$ cat src/rtl/ball_motion_ctrl_if.sv
// Bundle of the frame-pulse, control and ball-state signals that run between
// the VGA timing and control side (master) and ball_motion_ctrl (slave).
//   i_VReset  : one-cycle frame-start pulse from VGA timing
//   i_Start   : debounced start level
//   i_Pause   : debounced pause level
//   o_VReset  : gated frame pulse to the renderer
//   o_XDir    : horizontal direction, 1 = right
//   o_BallX   : tracked left-edge column (1-based)
//   o_Running : high while running
//   o_Bounce  : one-cycle pulse on a direction flip
interface ball_motion_ctrl_if;
  logic       i_VReset;
  logic       i_Start;
  logic       i_Pause;
  logic       o_VReset;
  logic       o_XDir;
  logic [9:0] o_BallX;
  logic       o_Running;
  logic       o_Bounce;

  modport master (
    output i_VReset, i_Start, i_Pause,
    input  o_VReset, o_XDir, o_BallX, o_Running, o_Bounce
  );

  modport slave (
    input  i_VReset, i_Start, i_Pause,
    output o_VReset, o_XDir, o_BallX, o_Running, o_Bounce
  );
endinterface

$ cat src/rtl/ball_motion_ctrl.sv
// Frame-rate motion controller for the bouncing-ball datapath.
// Gates the per-frame vertical-reset pulse to the renderer (one pixel step per
// axis per forwarded pulse), sequences IDLE/SERVE/RUN/PAUSED, and tracks the
// ball's horizontal position so it bounces off the left and right edges.
// Ports:
//   i_Clk   : pixel clock
//   i_Rst_n : asynchronous active-low reset
//   bus     : ball_motion_ctrl_if.slave (frame pulse, start/pause in;
//             gated pulse, direction, column, running, bounce out)
module ball_motion_ctrl #(
  parameter int H_VISIBLE    = 640,
  parameter int BALL_SIZE    = 10,
  parameter int START_X      = 316,
  parameter int FRAME_DIV    = 1,
  parameter int SERVE_FRAMES = 60
) (
  input  logic               i_Clk,
  input  logic               i_Rst_n,
  ball_motion_ctrl_if.slave  bus
);

  localparam logic [9:0] X_MAX      = 10'(H_VISIBLE - BALL_SIZE + 1);
  localparam logic [9:0] X_MIN      = 10'd1;
  localparam logic [9:0] X_START    = 10'(START_X);
  localparam logic [3:0] DIV_LAST   = 4'(FRAME_DIV - 1);
  localparam logic [7:0] SERVE_LAST = 8'(SERVE_FRAMES - 1);

  typedef enum logic [1:0] {
    IDLE   = 2'd0,
    SERVE  = 2'd1,
    RUN    = 2'd2,
    PAUSED = 2'd3
  } state_t;

  state_t     state;
  logic       start_q;
  logic       pause_q;
  logic [7:0] serve_cnt;
  logic [3:0] div;
  logic       start_edge;
  logic       pause_edge;

  // Edge registers reset to 1 so a level held through reset is not an edge.
  assign start_edge = bus.i_Start & ~start_q;
  assign pause_edge = bus.i_Pause & ~pause_q;

  always_ff @(posedge i_Clk or negedge i_Rst_n) begin
    if (!i_Rst_n) begin
      state         <= IDLE;
      start_q       <= 1'b1;
      pause_q       <= 1'b1;
      serve_cnt     <= 8'd0;
      div           <= 4'd0;
      bus.o_VReset  <= 1'b0;
      bus.o_XDir    <= 1'b1;
      bus.o_BallX   <= X_START;
      bus.o_Running <= 1'b0;
      bus.o_Bounce  <= 1'b0;
    end else begin
      start_q      <= bus.i_Start;
      pause_q      <= bus.i_Pause;
      bus.o_VReset <= 1'b0;
      bus.o_Bounce <= 1'b0;

      // o_VReset high means o_BallX was just stepped: check the new column
      // against the edge in the direction of travel and flip there.
      if (bus.o_VReset) begin
        if (bus.o_XDir && bus.o_BallX == X_MAX) begin
          bus.o_XDir   <= 1'b0;
          bus.o_Bounce <= 1'b1;
        end else if (!bus.o_XDir && bus.o_BallX == X_MIN) begin
          bus.o_XDir   <= 1'b1;
          bus.o_Bounce <= 1'b1;
        end
      end

      case (state)
        IDLE: begin
          // A frame pulse coinciding with the start edge is not counted.
          if (start_edge) begin
            serve_cnt <= 8'd0;
            state     <= SERVE;
          end
        end
        SERVE: begin
          // Count compared before increment: SERVE lasts SERVE_FRAMES pulses.
          if (bus.i_VReset) begin
            serve_cnt <= serve_cnt + 8'd1;
            if (serve_cnt == SERVE_LAST) begin
              state         <= RUN;
              div           <= 4'd0;
              bus.o_Running <= 1'b1;
            end
          end
        end
        RUN: begin
          // Pause takes priority over a coincident frame pulse.
          if (pause_edge) begin
            state         <= PAUSED;
            bus.o_Running <= 1'b0;
          end else if (bus.i_VReset) begin
            if (div == DIV_LAST) begin
              div          <= 4'd0;
              bus.o_VReset <= 1'b1;
              bus.o_BallX  <= bus.o_XDir ? (bus.o_BallX + 10'd1)
                                         : (bus.o_BallX - 10'd1);
            end else begin
              div <= div + 4'd1;
            end
          end
        end
        PAUSED: begin
          // Divider holds here so cadence resumes where it left off.
          if (pause_edge) begin
            state         <= RUN;
            bus.o_Running <= 1'b1;
          end
        end
        default: state <= IDLE;
      endcase
    end
  end

endmodule

$ cat src/flat_wrapper.sv
// flat-port wrapper written by rule: the top's interface ports become plain ports
module ball_motion_ctrl_flat 
#(
  parameter int H_VISIBLE    = 640,
  parameter int BALL_SIZE    = 10,
  parameter int START_X      = 316,
  parameter int FRAME_DIV    = 1,
  parameter int SERVE_FRAMES = 60
)
  (i_Clk, i_Rst_n, bus_i_VReset, bus_i_Start, bus_i_Pause, bus_o_VReset, bus_o_XDir, bus_o_BallX, bus_o_Running, bus_o_Bounce);
  ball_motion_ctrl_if bus_i ();
  input  logic i_Clk;
  input  logic i_Rst_n;
  input wire logic [$bits(bus_i.i_VReset)-1:0] bus_i_VReset;
  input wire logic [$bits(bus_i.i_Start)-1:0] bus_i_Start;
  input wire logic [$bits(bus_i.i_Pause)-1:0] bus_i_Pause;
  output wire logic [$bits(bus_i.o_VReset)-1:0] bus_o_VReset;
  output wire logic [$bits(bus_i.o_XDir)-1:0] bus_o_XDir;
  output wire logic [$bits(bus_i.o_BallX)-1:0] bus_o_BallX;
  output wire logic [$bits(bus_i.o_Running)-1:0] bus_o_Running;
  output wire logic [$bits(bus_i.o_Bounce)-1:0] bus_o_Bounce;
  assign bus_i.i_VReset = bus_i_VReset;
  assign bus_i.i_Start = bus_i_Start;
  assign bus_i.i_Pause = bus_i_Pause;
  assign bus_o_VReset = bus_i.o_VReset;
  assign bus_o_XDir = bus_i.o_XDir;
  assign bus_o_BallX = bus_i.o_BallX;
  assign bus_o_Running = bus_i.o_Running;
  assign bus_o_Bounce = bus_i.o_Bounce;
  ball_motion_ctrl #(.H_VISIBLE(H_VISIBLE), .BALL_SIZE(BALL_SIZE), .START_X(START_X), .FRAME_DIV(FRAME_DIV), .SERVE_FRAMES(SERVE_FRAMES)) u_core (.i_Clk(i_Clk), .i_Rst_n(i_Rst_n), .bus(bus_i));
endmodule
$ cat config.mk
export PLATFORM = sky130hd
export DESIGN_NAME = ball_motion_ctrl_flat
export DESIGN_NICKNAME = d
export VERILOG_FILES = /design/src/rtl/ball_motion_ctrl_if.sv /design/src/rtl/ball_motion_ctrl.sv /design/src/flat_wrapper.sv
export SDC_FILE = /design/constraint.sdc
export NUM_CORES = 1
export LEC_CHECK = 0
export BUFFER_PORTS_ARGS = -buffer_cell sky130_fd_sc_hd__buf_2
export CAP_MARGIN = 15
export CORE_MARGIN = 2
export CORE_UTILIZATION = 52
export CTS_BUF_LIST = sky130_fd_sc_hd__clkbuf_16
export CTS_CLUSTER_SIZE = 12
export DETAILED_ROUTE_END_ITERATION = 16
export MAX_ROUTING_LAYER = met4
export PLACE_DENSITY = 0.75
export SLEW_MARGIN = 20
export SYNTH_ARGS = -nofsm -noshare
export SYNTH_HDL_FRONTEND = slang
export SYNTH_SLANG_ARGS = --single-unit
$ cat constraint.sdc
create_clock -name i_Clk -period 1.8 [get_ports i_Clk]
set_clock_uncertainty 0.15 [all_clocks]
set_input_delay 0.36 -clock i_Clk [delete_from_list [all_inputs] [get_ports i_Clk]]
set_output_delay 0.36 -clock i_Clk [all_outputs]
set_load 0.02 [all_outputs]
==> summary.md <==
| Metric | Value |
|---|---|
| Sw Ratio | `a little under a third` |
| Num Clock Sinks | `30` |
| XOR/XNOR share of the synthesized area | `around 9%` |
| Post-synthesis register bit count | `30` |
| Global placement routability congestion | `roughly 0.9` |
| Wire per inst | `roughly 16 um` |
| Final WS setup | `-0.115 ns` |
| Yosys Warn Count | `0` |
| Via Count | `1,364` |
| Worst-path clk slew | `0.05 ns` |
| Final Hold Viols | `0` |
| Post-synthesis cell count | `roughly 160` |
| Final Max Tran Viols | `0` |
| Layout area overhead | `32.6%` |
| CP Launch Point | `u_core.div[0]` |
| Area after DPL | `~1900 um2` |
| Worst hold slack | `between 0.04 and 0.05 ns` |
| Pint | `~1.6 mW` |
| Finished layout cell area | `roughly 2200 um2` |
| Setup violations, final | `10` |
| Crit path DAT | `between 1.5 and 2 ns` |
| Placed wire-length estimate | `~2.6 mm` |
| Proportion of synthesized area in mux cells | `approximately 2.6%` |
| Maxcap violations | `0` |
| Clk pwr share | `34.1%` |
| Flop2flop setup slack | `-0.12 ns` |
| Hold Path Cell Cnt | `1` |
| Fraction of layout cells with a size suffix above 1 | `a little over two fifths` |
| Core Area | `a little over 3000 um2` |
| CTS tree | `built` |
| Worst reg2reg path endpoint | `u_core.bus.o_BallX[2]` |
| Vias/cell | `5.46` |
| Syn Nets | `between 150 and 200` |
| R2r worst-path depth | `7` |
| Synthesized area per cell | `~10 um2` |
| 1st-iter DRT viols | `between 70 and 80` |
| Crit Reg-Reg Startpoint | `u_core.div[0]` |
| Total track usage | `25.7%` |
| Post-Place Cells | `~230` |
| Slew HR | `a little under three fifths` |
| Peak VDD IR | `607 uV` |
| Setup crit end | `u_core.bus.o_BallX[2]` |
| Crit path launch type | `register` |
| Failing checks | `negative setup slack` |
| Largest family of logic cells by synthesized area | `simple AND/OR/NAND/NOR gates` |
| I/O Buffers | `18` |
| Dominant synthesized flop cell | `dfrtp_1` |
| Compound-Gate Fraction of Synth Area | `12.6%` |
| Antenna Nets Post-Route | `0` |
| Post-route DRC | `0` |
| Final min period | `between 1.5 and 2 ns` |
| Asr flop ratio synth | `100%` |
| Root Driver | `clkbuf_16` |
| Worst Path Class, Setup | `register to register` |
| Cell Rows | `20` |
| # IOs | `19` |
| Diode count | `0` |
| Fmax | `about 0.52 GHz` |
| H-tree depth | `2` |
| Drt pass-1 iters | `4` |
| Die height | `a little over 60 um` |
| Unrepaired setup endpoints after global routing | `yes` |
| Largest net degree at the start of global routing | `31` |
| Post-synthesis simple-gate area fraction | `~22%` |
| NetSw | `0.679 mW` |
| Mapped cell area | `roughly 1700 um2` |
| Worst hold path type | `input pin to register` |
| Status | `finished with violations` |
| Final WL | `about 3.9 mm` |
| Starting Density | `approximately 54%` |
| First-pass GRT wire length | `around 6.6 mm` |
| Register area share after synthesis | `between 40% and 50%` |
| Die Area | `between 3000 and 4000 um2` |
| Netlist cell types | `41` |
| TritonCTS Buffers | `5` |
| Final nets | `between 200 and 250` |
| Antenna violations before repair | `0` |
| Leakage | `0.981 nW` |
| Seq pwr share | `39.1%` |
| Worst Path Required | `roughly 1.9 ns` |
| Crit. End Element | `register` |
| Adder-Cell Fraction of Synth Area | `under 10%` |
| Max Buffers Root-to-Sink | `2` |
| Comb pwr share | `between 20% and 30%` |
| Vias in the first global route | `approximately 1,400` |
| Pin slew with the least headroom to its limit | `around 0.67 ns` |
| Crit Path Max Fanout | `5` |
| Die width | `60.5 um` |
| Period utilization | `106%` |
| Power per cell area | `a little over 1000 nW/um2` |
| Post-synth EDFFs | `0` |
| GRT overflow | `0` |
| Finished Layout Cells | `250` |
| Clk_lat worst skew | `approximately 0.27 ns` |
-- layout make-up --
| type | instances | area (um2) |
|---|---|---|
| fillers | 232 | 851 |
| clock buffers | 5 | 125 |
| clock inverters | 3 | 12.5 |
| well taps | 44 | 55.1 |
| repair buffers | 40 | 262 |
| flip-flops and latches | 30 | 766 |
| inverters | 10 | 37.5 |
| multi-input cells | 118 | 945 |
-- state kept, by name (all words and copies together), names as in the netlist --
signal / flops
u_core.bus.o_Bounce: 1
u_core.bus.o_XDir: 1
u_core.serve_cnt: 8
u_core.bus.o_Running: 1
u_core.start_q: 1
u_core.bus.o_VReset: 1
u_core.bus.o_BallX: 10
u_core.pause_q: 1
u_core.state: 2
u_core.div: 4
-- cells by family (layout without fill, tap and decap cells) --
group | after synthesis | after routing
AO/OA/AOI/OAI | 25 | 25
buffers and inverters | 14 | 58
AND/OR/NAND/NOR | 65 | 66
adder cells (fa/ha/maj) | 6 | 6
multiplexers | 4 | 4
flip-flops | 30 | 30
XOR/XNOR | 17 | 17
-- worst min path at each step --
stage,start,to,slack [ns]
2_1_floorplan,i_Rst_n,u_core.bus.o_BallX[0],-0.09
3_3_place_gp,i_Rst_n,u_core.div[2],0.27
3_5_place_dp,i_Rst_n,u_core.div[2],0.28
4_1_cts,bus_i_Pause,u_core.pause_q,0.04
5_1_grt,bus_i_Pause,u_core.pause_q,0.04
6_report,bus_i_Pause,u_core.pause_q,0.05
-- synth_stat cells (4+ instances only) --
library cell,instances,area [um2]
nand2_1,12,45.0
inv_1,10,37.5
nand2b_1,4,25.0
o21ai_0,6,30.0
dfstp_2,8,210
dfrtp_1,22,551
xnor2_1,15,131
ha_1,6,75.1
nand4_1,5,31.3
nand3_1,9,45.0
nor2_1,12,45.0
-- repair_timing --
action,4_1_cts,5_1_grt
hold buffers,1,0
cloned,1,0
hold endpoints to repair,22,0
pin swaps,4,11
buffers inserted,5,1
gates resized for setup,8,16
setup endpoints to repair,10,14
-- worst max-delay path, cell delays in order (launching register included) --
cell and delay (ns):
dfrtp_1 0.39, inv_2 0.10, ha_4 0.12, or3b_4 0.38
and4bb_4 0.37, buf_6 0.15, nand2_4 0.05, xnor2_2 0.12
-- stage by stage --
stage	util, %	total power, mW	setup TNS, ns	worst slack [ns]
6_report	72.1	2.26	-0.662	-0.115
5_1_grt	72.1	2.38	-1.15	-0.157
4_1_cts	69.7	2.25	-0.596	-0.108
3_5_place_dp	62.3	1.44	-1.53	-0.221
3_3_place_gp	62.3	1.40	-0.726	-0.123
2_1_floorplan	-	1.24	-0.171	-0.0804
-- placed cells by master, fill, tap and decap left out, types with 3 or more instances in the layout --
cell type  Yosys  layout
buf_4          1      20
buf_2          1      18
dfrtp_1       22      18
nor2_1        12      12
xnor2_1       15      12
nand2_1       12       9
nand3_1        9       9
dfstp_2        8       8
inv_1         10       7
nand4_1        5       5
ha_1           6       5
clkbuf_16      0       5
inv_2          0       4
nand2b_1       4       4
dfrtp_2        0       4
xnor2_2        0       3
a22o_1         3       3
a21oi_1        3       3
or2_2          3       3
o21ai_0        6       3
-- power by group through the flow --
stage	combinational [mW]	clock (mW)	sequential (mW)
after floorplan	0.366	0	0.879
final	0.605	0.770	0.884
after global placement	0.522	0	0.875
after detailed placement	0.549	0	0.886
after global routing	0.660	0.819	0.899
after CTS	0.582	0.787	0.878
-- routing by layer --
layer | up-vias | routed length [um] | track usage [%]
li1 | 663 | - | -
met2 | 35 | 2020 | 40.2
met1 | 658 | 1670 | 31.7
met5 | - | 0 | -
met3 | 8 | 165 | 7.25
met4 | 0 | 72 | 9.63
Power figures use the tool's default switching activity.
